===== config.mk =====
export PLATFORM = sky130hd
export DESIGN_NAME = data_mem_arbiter
export DESIGN_NICKNAME = d
export VERILOG_FILES = /design/src/rtl/data_mem_pkg.sv /design/src/rtl/rr_arbiter_2.sv /design/src/rtl/data_mem_arbiter.sv
export SDC_FILE = /design/constraint.sdc
export NUM_CORES = 1
export LEC_CHECK = 0
export CORE_MARGIN = 4
export CORE_UTILIZATION = 38
export DETAILED_ROUTE_END_ITERATION = 8
export PLACE_DENSITY_LB_ADDON = 0.08
export REMOVE_ABC_BUFFERS = 1
export SETUP_SLACK_MARGIN = 0.4
export SLEW_MARGIN = 20
export SYNTH_ARGS = -nofsm -noshare
export SYNTH_HDL_FRONTEND = slang
export SYNTH_SLANG_ARGS = --single-unit
export TNS_END_PERCENT = 50

===== constraint.sdc =====
create_clock -name clk -period 2.3 [get_ports clk]
set_input_delay 0.46 -clock clk [delete_from_list [all_inputs] [get_ports clk]]
set_output_delay 0.46 -clock clk [all_outputs]
set_load 0.05 [all_outputs]

===== src/rtl/data_mem_pkg.sv =====
// rtl/data_mem_pkg.sv - shared constants and state encoding for the data memory arbiter
package data_mem_pkg;

    localparam int DEF_ADDR_WIDTH = 16;
    localparam int DEF_DATA_WIDTH = 16;
    localparam int DEF_MEM_SIZE   = 3;

    typedef enum logic [1:0] {
        IDLE   = 2'd0,
        ACCESS = 2'd1,
        RESP   = 2'd2
    } state_e;

endpackage


===== src/rtl/rr_arbiter_2.sv =====
// rtl/rr_arbiter_2.sv - two-port round-robin pick, combinational one-hot grant
module rr_arbiter_2 (
    input  logic [1:0] req_i,
    input  logic       ptr_i,
    output logic [1:0] gnt_o
);

    // ptr_i = 0 favours port 0 on a tie; a lone requester always wins
    always_comb begin
        gnt_o = 2'b00;
        if (req_i[0] && req_i[1]) begin
            gnt_o = ptr_i ? 2'b10 : 2'b01;
        end else begin
            gnt_o = req_i;
        end
    end

endmodule


===== src/rtl/data_mem_arbiter.sv =====
// rtl/data_mem_arbiter.sv - two-port arbiter sharing one data memory, fixed 2-cycle latency
module data_mem_arbiter
    import data_mem_pkg::*;
#(
    parameter int DATA_MEM_ADDR_WIDTH = DEF_ADDR_WIDTH,
    parameter int DATA_MEM_WIDTH      = DEF_DATA_WIDTH,
    parameter int DATA_MEM_SIZE       = DEF_MEM_SIZE
) (
    input  logic                           clk,
    input  logic                           rst,
    input  logic                           p0_req,
    input  logic [DATA_MEM_ADDR_WIDTH-1:0] p0_addr,
    input  logic [DATA_MEM_WIDTH-1:0]      p0_wdata,
    input  logic                           p0_write,
    output logic                           p0_ack,
    output logic [DATA_MEM_WIDTH-1:0]      p0_rdata,
    output logic                           p0_exc,
    input  logic                           p1_req,
    input  logic [DATA_MEM_ADDR_WIDTH-1:0] p1_addr,
    input  logic [DATA_MEM_WIDTH-1:0]      p1_wdata,
    input  logic                           p1_write,
    output logic                           p1_ack,
    output logic [DATA_MEM_WIDTH-1:0]      p1_rdata,
    output logic                           p1_exc,
    output logic [DATA_MEM_ADDR_WIDTH-1:0] mem_addr,
    output logic [DATA_MEM_WIDTH-1:0]      mem_data_in,
    output logic                           mem_write,
    input  logic [DATA_MEM_WIDTH-1:0]      mem_data_out
);

    localparam logic [DATA_MEM_ADDR_WIDTH-1:0] SIZE_A = DATA_MEM_ADDR_WIDTH'(DATA_MEM_SIZE);

    state_e                           state_q, state_d;
    logic                             ptr_q, ptr_d;
    logic                             win_q, win_d;
    logic [DATA_MEM_ADDR_WIDTH-1:0]   addr_q, addr_d;
    logic [DATA_MEM_WIDTH-1:0]        wdata_q, wdata_d;
    logic                             write_q, write_d;
    logic [DATA_MEM_WIDTH-1:0]        rdata_q, rdata_d;

    logic [1:0]                       gnt;
    logic                             take, take_p1;
    logic                             other_req;
    logic                             in_range;
    logic [DATA_MEM_WIDTH-1:0]        resp_rdata;

    rr_arbiter_2 u_rr (
        .req_i ({p1_req, p0_req}),
        .ptr_i (ptr_q),
        .gnt_o (gnt)
    );

    assign in_range   = (addr_q < SIZE_A);
    assign other_req  = win_q ? p0_req : p1_req;
    assign resp_rdata = (!write_q && in_range) ? rdata_q : '0;

    always_comb begin
        state_d     = state_q;
        ptr_d       = ptr_q;
        win_d       = win_q;
        addr_d      = addr_q;
        wdata_d     = wdata_q;
        write_d     = write_q;
        rdata_d     = rdata_q;
        take        = 1'b0;
        take_p1     = 1'b0;
        mem_addr    = '0;
        mem_data_in = '0;
        mem_write   = 1'b0;
        p0_ack      = 1'b0;
        p1_ack      = 1'b0;
        p0_rdata    = '0;
        p1_rdata    = '0;
        p0_exc      = 1'b0;
        p1_exc      = 1'b0;

        case (state_q)
            IDLE: begin
                if (gnt[0] || gnt[1]) begin
                    take    = 1'b1;
                    take_p1 = gnt[1];
                    state_d = ACCESS;
                end
            end
            ACCESS: begin
                mem_addr    = addr_q;
                mem_data_in = wdata_q;
                mem_write   = write_q && in_range;
                rdata_d     = mem_data_out;
                state_d     = RESP;
            end
            RESP: begin
                if (win_q) begin
                    p1_ack   = 1'b1;
                    p1_rdata = resp_rdata;
                    p1_exc   = !in_range;
                end else begin
                    p0_ack   = 1'b1;
                    p0_rdata = resp_rdata;
                    p0_exc   = !in_range;
                end
                ptr_d = ~win_q;
                // The acked port is ignored here; only the waiting port can chain in
                if (other_req) begin
                    take    = 1'b1;
                    take_p1 = ~win_q;
                    state_d = ACCESS;
                end else begin
                    state_d = IDLE;
                end
            end
            default: state_d = IDLE;
        endcase

        if (take) begin
            win_d   = take_p1;
            addr_d  = take_p1 ? p1_addr  : p0_addr;
            wdata_d = take_p1 ? p1_wdata : p0_wdata;
            write_d = take_p1 ? p1_write : p0_write;
        end
    end

    always_ff @(posedge clk) begin
        if (rst) begin
            state_q <= IDLE;
            ptr_q   <= 1'b0;
            win_q   <= 1'b0;
            addr_q  <= '0;
            wdata_q <= '0;
            write_q <= 1'b0;
            rdata_q <= '0;
        end else begin
            state_q <= state_d;
            ptr_q   <= ptr_d;
            win_q   <= win_d;
            addr_q  <= addr_d;
            wdata_q <= wdata_d;
            write_q <= write_d;
            rdata_q <= rdata_d;
        end
    end

endmodule


==> out/metrics.sh <==
CRITICAL_PATH_REQUIRED_NS=1.84
CRITPATHSLOWESTCELL='sky130_fd_sc_hd__dfxtp_1'
STATUS='finished with violations'
DRIVE_GT1_SHARE_PCT=33.7
TIMING.CRITICAL_PATH.TO_TYPE='output port'
VIA_PER_INST=4.95
MAPPEDNETLISTAREA_SQ_UM=2720
N_ANTENNA_CELL=0
TIMING.SLEW.HEADROOM_PCT=62.3
CRITICAL_PATH.MAX_STAGE_DELAY_NS=0.35
DRT-INITIAL-DRC-COUNT=119
SYNTH_SEQUENTIAL_AREA_RATIO_PCT=39.1
FIRST_GLOBAL_VIAS=2927
STAGES_ON_WORST_SETUP_PATH=6
FIN_CRIT_NS=2.38
SETUP_VIOL_COUNT_FINAL=32
NETLIST-CELL-TYPE-COUNT=28
WORST-SLEW-PIN-TRANSITION_NS=0.566
POST-SYNTH-TOP-COUNT-CELL='sky130_fd_sc_hd__nand2_1'
HOLD_PATH_CLASS='flop to flop'
NUMBER_OF_DETAILED_ROUTING_ITERATIONS_RUN_BEFORE_ANTENNA_REPAIR=4
YOSYS.AREA_SHARE.XOR_XNOR_PCT=0
CRITICAL_PATH_ARRIVAL_NS=1.92
GRT-OVFL-TOTAL=0
SYNTH_MUX_AREA_SHARE_PCT=0.369
CRITICAL_PATH.MAX_FANOUT=16
WORST_SKEW_PAIR_LATER_PIN_LATENCY_NS=0.31
INITIAL_ANTENNA_VIOLATION_COUNT=0
NUMPLACEDINSTANCES=593
CRITICAL-PATH-TOP-DELAY-FAMILY='simple AND/OR/NAND/NOR gates'
ROUTE.DETAILED.DRC=0
REPORT.FINAL.HOLD_VIOL_COUNT=0
YS_TOP_CELLS_BY_AREA='sky130_fd_sc_hd__dfxtp_1 39%, sky130_fd_sc_hd__and2_1 15%, sky130_fd_sc_hd__nand2_1 14%'
DIE_H_MICRONS=92.5
FINCLKSKEW_NS=0.00439
YOSYS_WARNINGS=0
DIEAREA_SQ_UM=8560
FLOORPLAN.CORE_AREA_SQ_UM=6870
GLOBAL_ROUTE.USAGE.TOTAL_PCT=21.1
PLACE_HPWL_MICRONS=6610
GRT_START_MAX_NET_PINS=48
CLOCK_TREE_BUFFER_DEPTH=2
HOLDPATHSTAGES=2
MAX_CLOCK_FREQ_MHz=419
SYNTH_TOP_FAMILY_BY_AREA='simple AND/OR/NAND/NOR gates'
CTS.HTREE.LEVELS=2
DEPTH_OF_THE_WORST_REGISTER_TO_REGISTER_PATH=8
SETUP_WS_NS=-0.0847
POST-SYNTH-TOP-AREA-FRACTION_PCT=39.1
PLACEMENTROWS=30
ROUTED_WIRE_LENGTH_PER_INSTANCE_MICRONS=15.4
CRIT_PATH_CELL_TRACE='nor4_2 > nand4_1 > nor3_2 > buf_6 > and2_1 > buf_12'
TIMING.FINAL.MAX_SLEW_VIOLATIONS=0
NUMPORTBUFFERS=154
SYNTH_TOP_CELL_BY_AREA='sky130_fd_sc_hd__dfxtp_1'
SYNTHSIMPLEGATEAREAFRAC_PCT=38.8
PATH_CLK_SLEW_NS=0.09
CTS_HOLD_REPAIR_BUFFERS=0
FINAL_NETS=601
RSZ0062_AT_GRT='yes'
NUMBER_OF_SYNTHESIZED_FLOPS_WITH_AN_ENABLE_PIN=0
VIOLATED_CHECKS='negative setup slack'
DETAILROUTE.VIA_COUNT=3029
FINAL_ANTENNA_NET_COUNT=0
STANDBY_LEAKAGE_POWER_uW=0.00224
GLOBAL_ROUTE_WIRE_LENGTH_BEFORE_REPAIR_MICRONS=14400
SYNTH-COMPOUND-AREA-SHARE_PCT=15.3
SYNTHFLOPTYPE='sky130_fd_sc_hd__dfxtp_1'
AREA.GROWTH.SYNTH_TO_FINAL_PCT=105
FINALWIRELENGTH_MICRONS=9420
POWER_DENSITY_nW_PER_UM2=473
FINALWEIGHTEDCONGESTION=0.755
TRITONCTS.NUM_BUFFERS=5
CTS.SINKS=53
FINALCRITPERIODSHARE_PCT=104
CAP_VIOL_MAX_COUNT=0
SYNTH.TOP_CELLS.BY_COUNT='103 x sky130_fd_sc_hd__nand2_1, 64 x sky130_fd_sc_hd__and2_1, 53 x sky130_fd_sc_hd__dfxtp_1, 39 x sky130_fd_sc_hd__nor2_1, 34 x sky130_fd_sc_hd__a311oi_1'
CRIT_TYPE='flop to output port'
SYN_AVG_CELL_AREA_SQ_UM=7.54
TOTALPOWERFINAL_uW=2630
INITIAL_UTILIZATION_PCT=39.5
DIEWIDTH_MICRONS=92.5
YOSYS.AREA_SHARE.ADDER_PCT=0
SYNTH_ASYNC_SR_FLOP_SHARE_PCT=0
CP_NUM_BUF_INV=2
PEAKVDDDROP_mV=0.256
POST_LAYOUT_NONFILLER_INSTANCES=612
START_KIND='flop'
SYNTHCELLS=360
TRITONCTS_CLOCK_TREE='done'
YS_FF_LATCH=53
IO_PINS=155
CTS_ROOT_BUFFER='sky130_fd_sc_hd__clkbuf_8'
-- flip-flops by register name (all words and copies together) (netlist names) --
signal / flops
ptr_q: 1
state_q: 2
rdata_q: 16
addr_q: 16
wdata_q: 16
win_q: 1
write_q: 1
-- stage by stage --
stage          TNS (ns)  util [%]  area (sq um)  setup WS, ns  hold WS, ns
5_1_grt           -5.21      81.0          5560        -0.190        0.502
2_1_floorplan    -14.29         -          2550        -0.437        0.434
3_5_place_dp   -0.00202      73.4          5040      -0.00202        0.457
6_report          -2.08      81.0          5560       -0.0847        0.471
3_3_place_gp          0      73.4          5040        0.0539        0.449
4_1_cts           -2.84      79.6          5470        -0.114        0.472
-- worst paths after layout --
path / startpoint / end / slack [ns]
setup reg to reg: state_q[1] / wdata_q[12] / 0.46
hold reg to reg: rdata_q[5] / rdata_q[5] / 0.47
setup / recovery: addr_q[3] / p1_rdata[1] / -0.08
hold / removal: rdata_q[5] / rdata_q[5] / 0.47
-- cell type report --
class                   instances  area (sq um)
multi-input cells             275          1710
flip-flops and latches         53          1070
fillers                       449          1310
repair buffers                176          2530
clock inverters                 1          30.0
clock buffers                   7          86.3
inverters                       4          17.5
well taps                      96           120
-- worst register-to-register path: stages (launching register included) --
cell	delay (ns)
sky130_fd_sc_hd__dfxtp_2	0.34
sky130_fd_sc_hd__buf_6	0.11
sky130_fd_sc_hd__buf_6	0.11
sky130_fd_sc_hd__buf_4	0.15
sky130_fd_sc_hd__or3b_4	0.38
sky130_fd_sc_hd__and4_1	0.24
sky130_fd_sc_hd__buf_12	0.18
sky130_fd_sc_hd__nand2_1	0.09
sky130_fd_sc_hd__a311oi_2	0.10
-- placed cells by master (no fill, tap or decap), types with 2 or more instances in the layout --
| cell type | instances |
|---|---|
| sky130_fd_sc_hd__nand2_1 | 103 |
| sky130_fd_sc_hd__clkdlybuf4s50_1 | 82 |
| sky130_fd_sc_hd__buf_12 | 74 |
| sky130_fd_sc_hd__and2_4 | 50 |
| sky130_fd_sc_hd__dfxtp_1 | 50 |
| sky130_fd_sc_hd__nor2_1 | 38 |
| sky130_fd_sc_hd__a311oi_1 | 28 |
| sky130_fd_sc_hd__a21oi_1 | 17 |
| sky130_fd_sc_hd__and2_1 | 14 |
| sky130_fd_sc_hd__buf_6 | 7 |
| sky130_fd_sc_hd__buf_4 | 7 |
| sky130_fd_sc_hd__a311oi_2 | 6 |
| sky130_fd_sc_hd__clkbuf_8 | 6 |
| sky130_fd_sc_hd__a211oi_4 | 2 |
| sky130_fd_sc_hd__nor4_4 | 2 |
| sky130_fd_sc_hd__inv_1 | 2 |
| sky130_fd_sc_hd__dfxtp_2 | 2 |
| sky130_fd_sc_hd__buf_16 | 2 |
-- per-layer routing --
layer / routed length [microns] / global-route usage, % / up-vias
li1: - / - / 1510
met5: 0 / 0 / -
met3: 872 / 7.55 / 8
met4: 123 / 5.20 / 0
met1: 3660 / 22.9 / 1384
met2: 4760 / 38.9 / 127
-- cell families after synthesis --
family          after synthesis
flops                        53
mux                           1
buf+inv                      32
compound gates               54
simple gates                220
-- timing repair --
action / in CTS / in global routing
pin swaps: 27 / 10
resized for setup: 69 / 17
cloned: 2 / 0
setup endpoints to repair: 76 / 98
setup buffers: 7 / 2
-- power breakdown --
| part | internal (uW) | switching, uW | total (uW) |
|---|---|---|---|
| combinational | 464 | 407 | 870 |
| clock | 355 | 313 | 668 |
| sequential | 1010 | 82.0 | 1090 |
| total | 1830 | 801 | 2630 |
No activity file was read; power rests on OpenSTA's default activity.
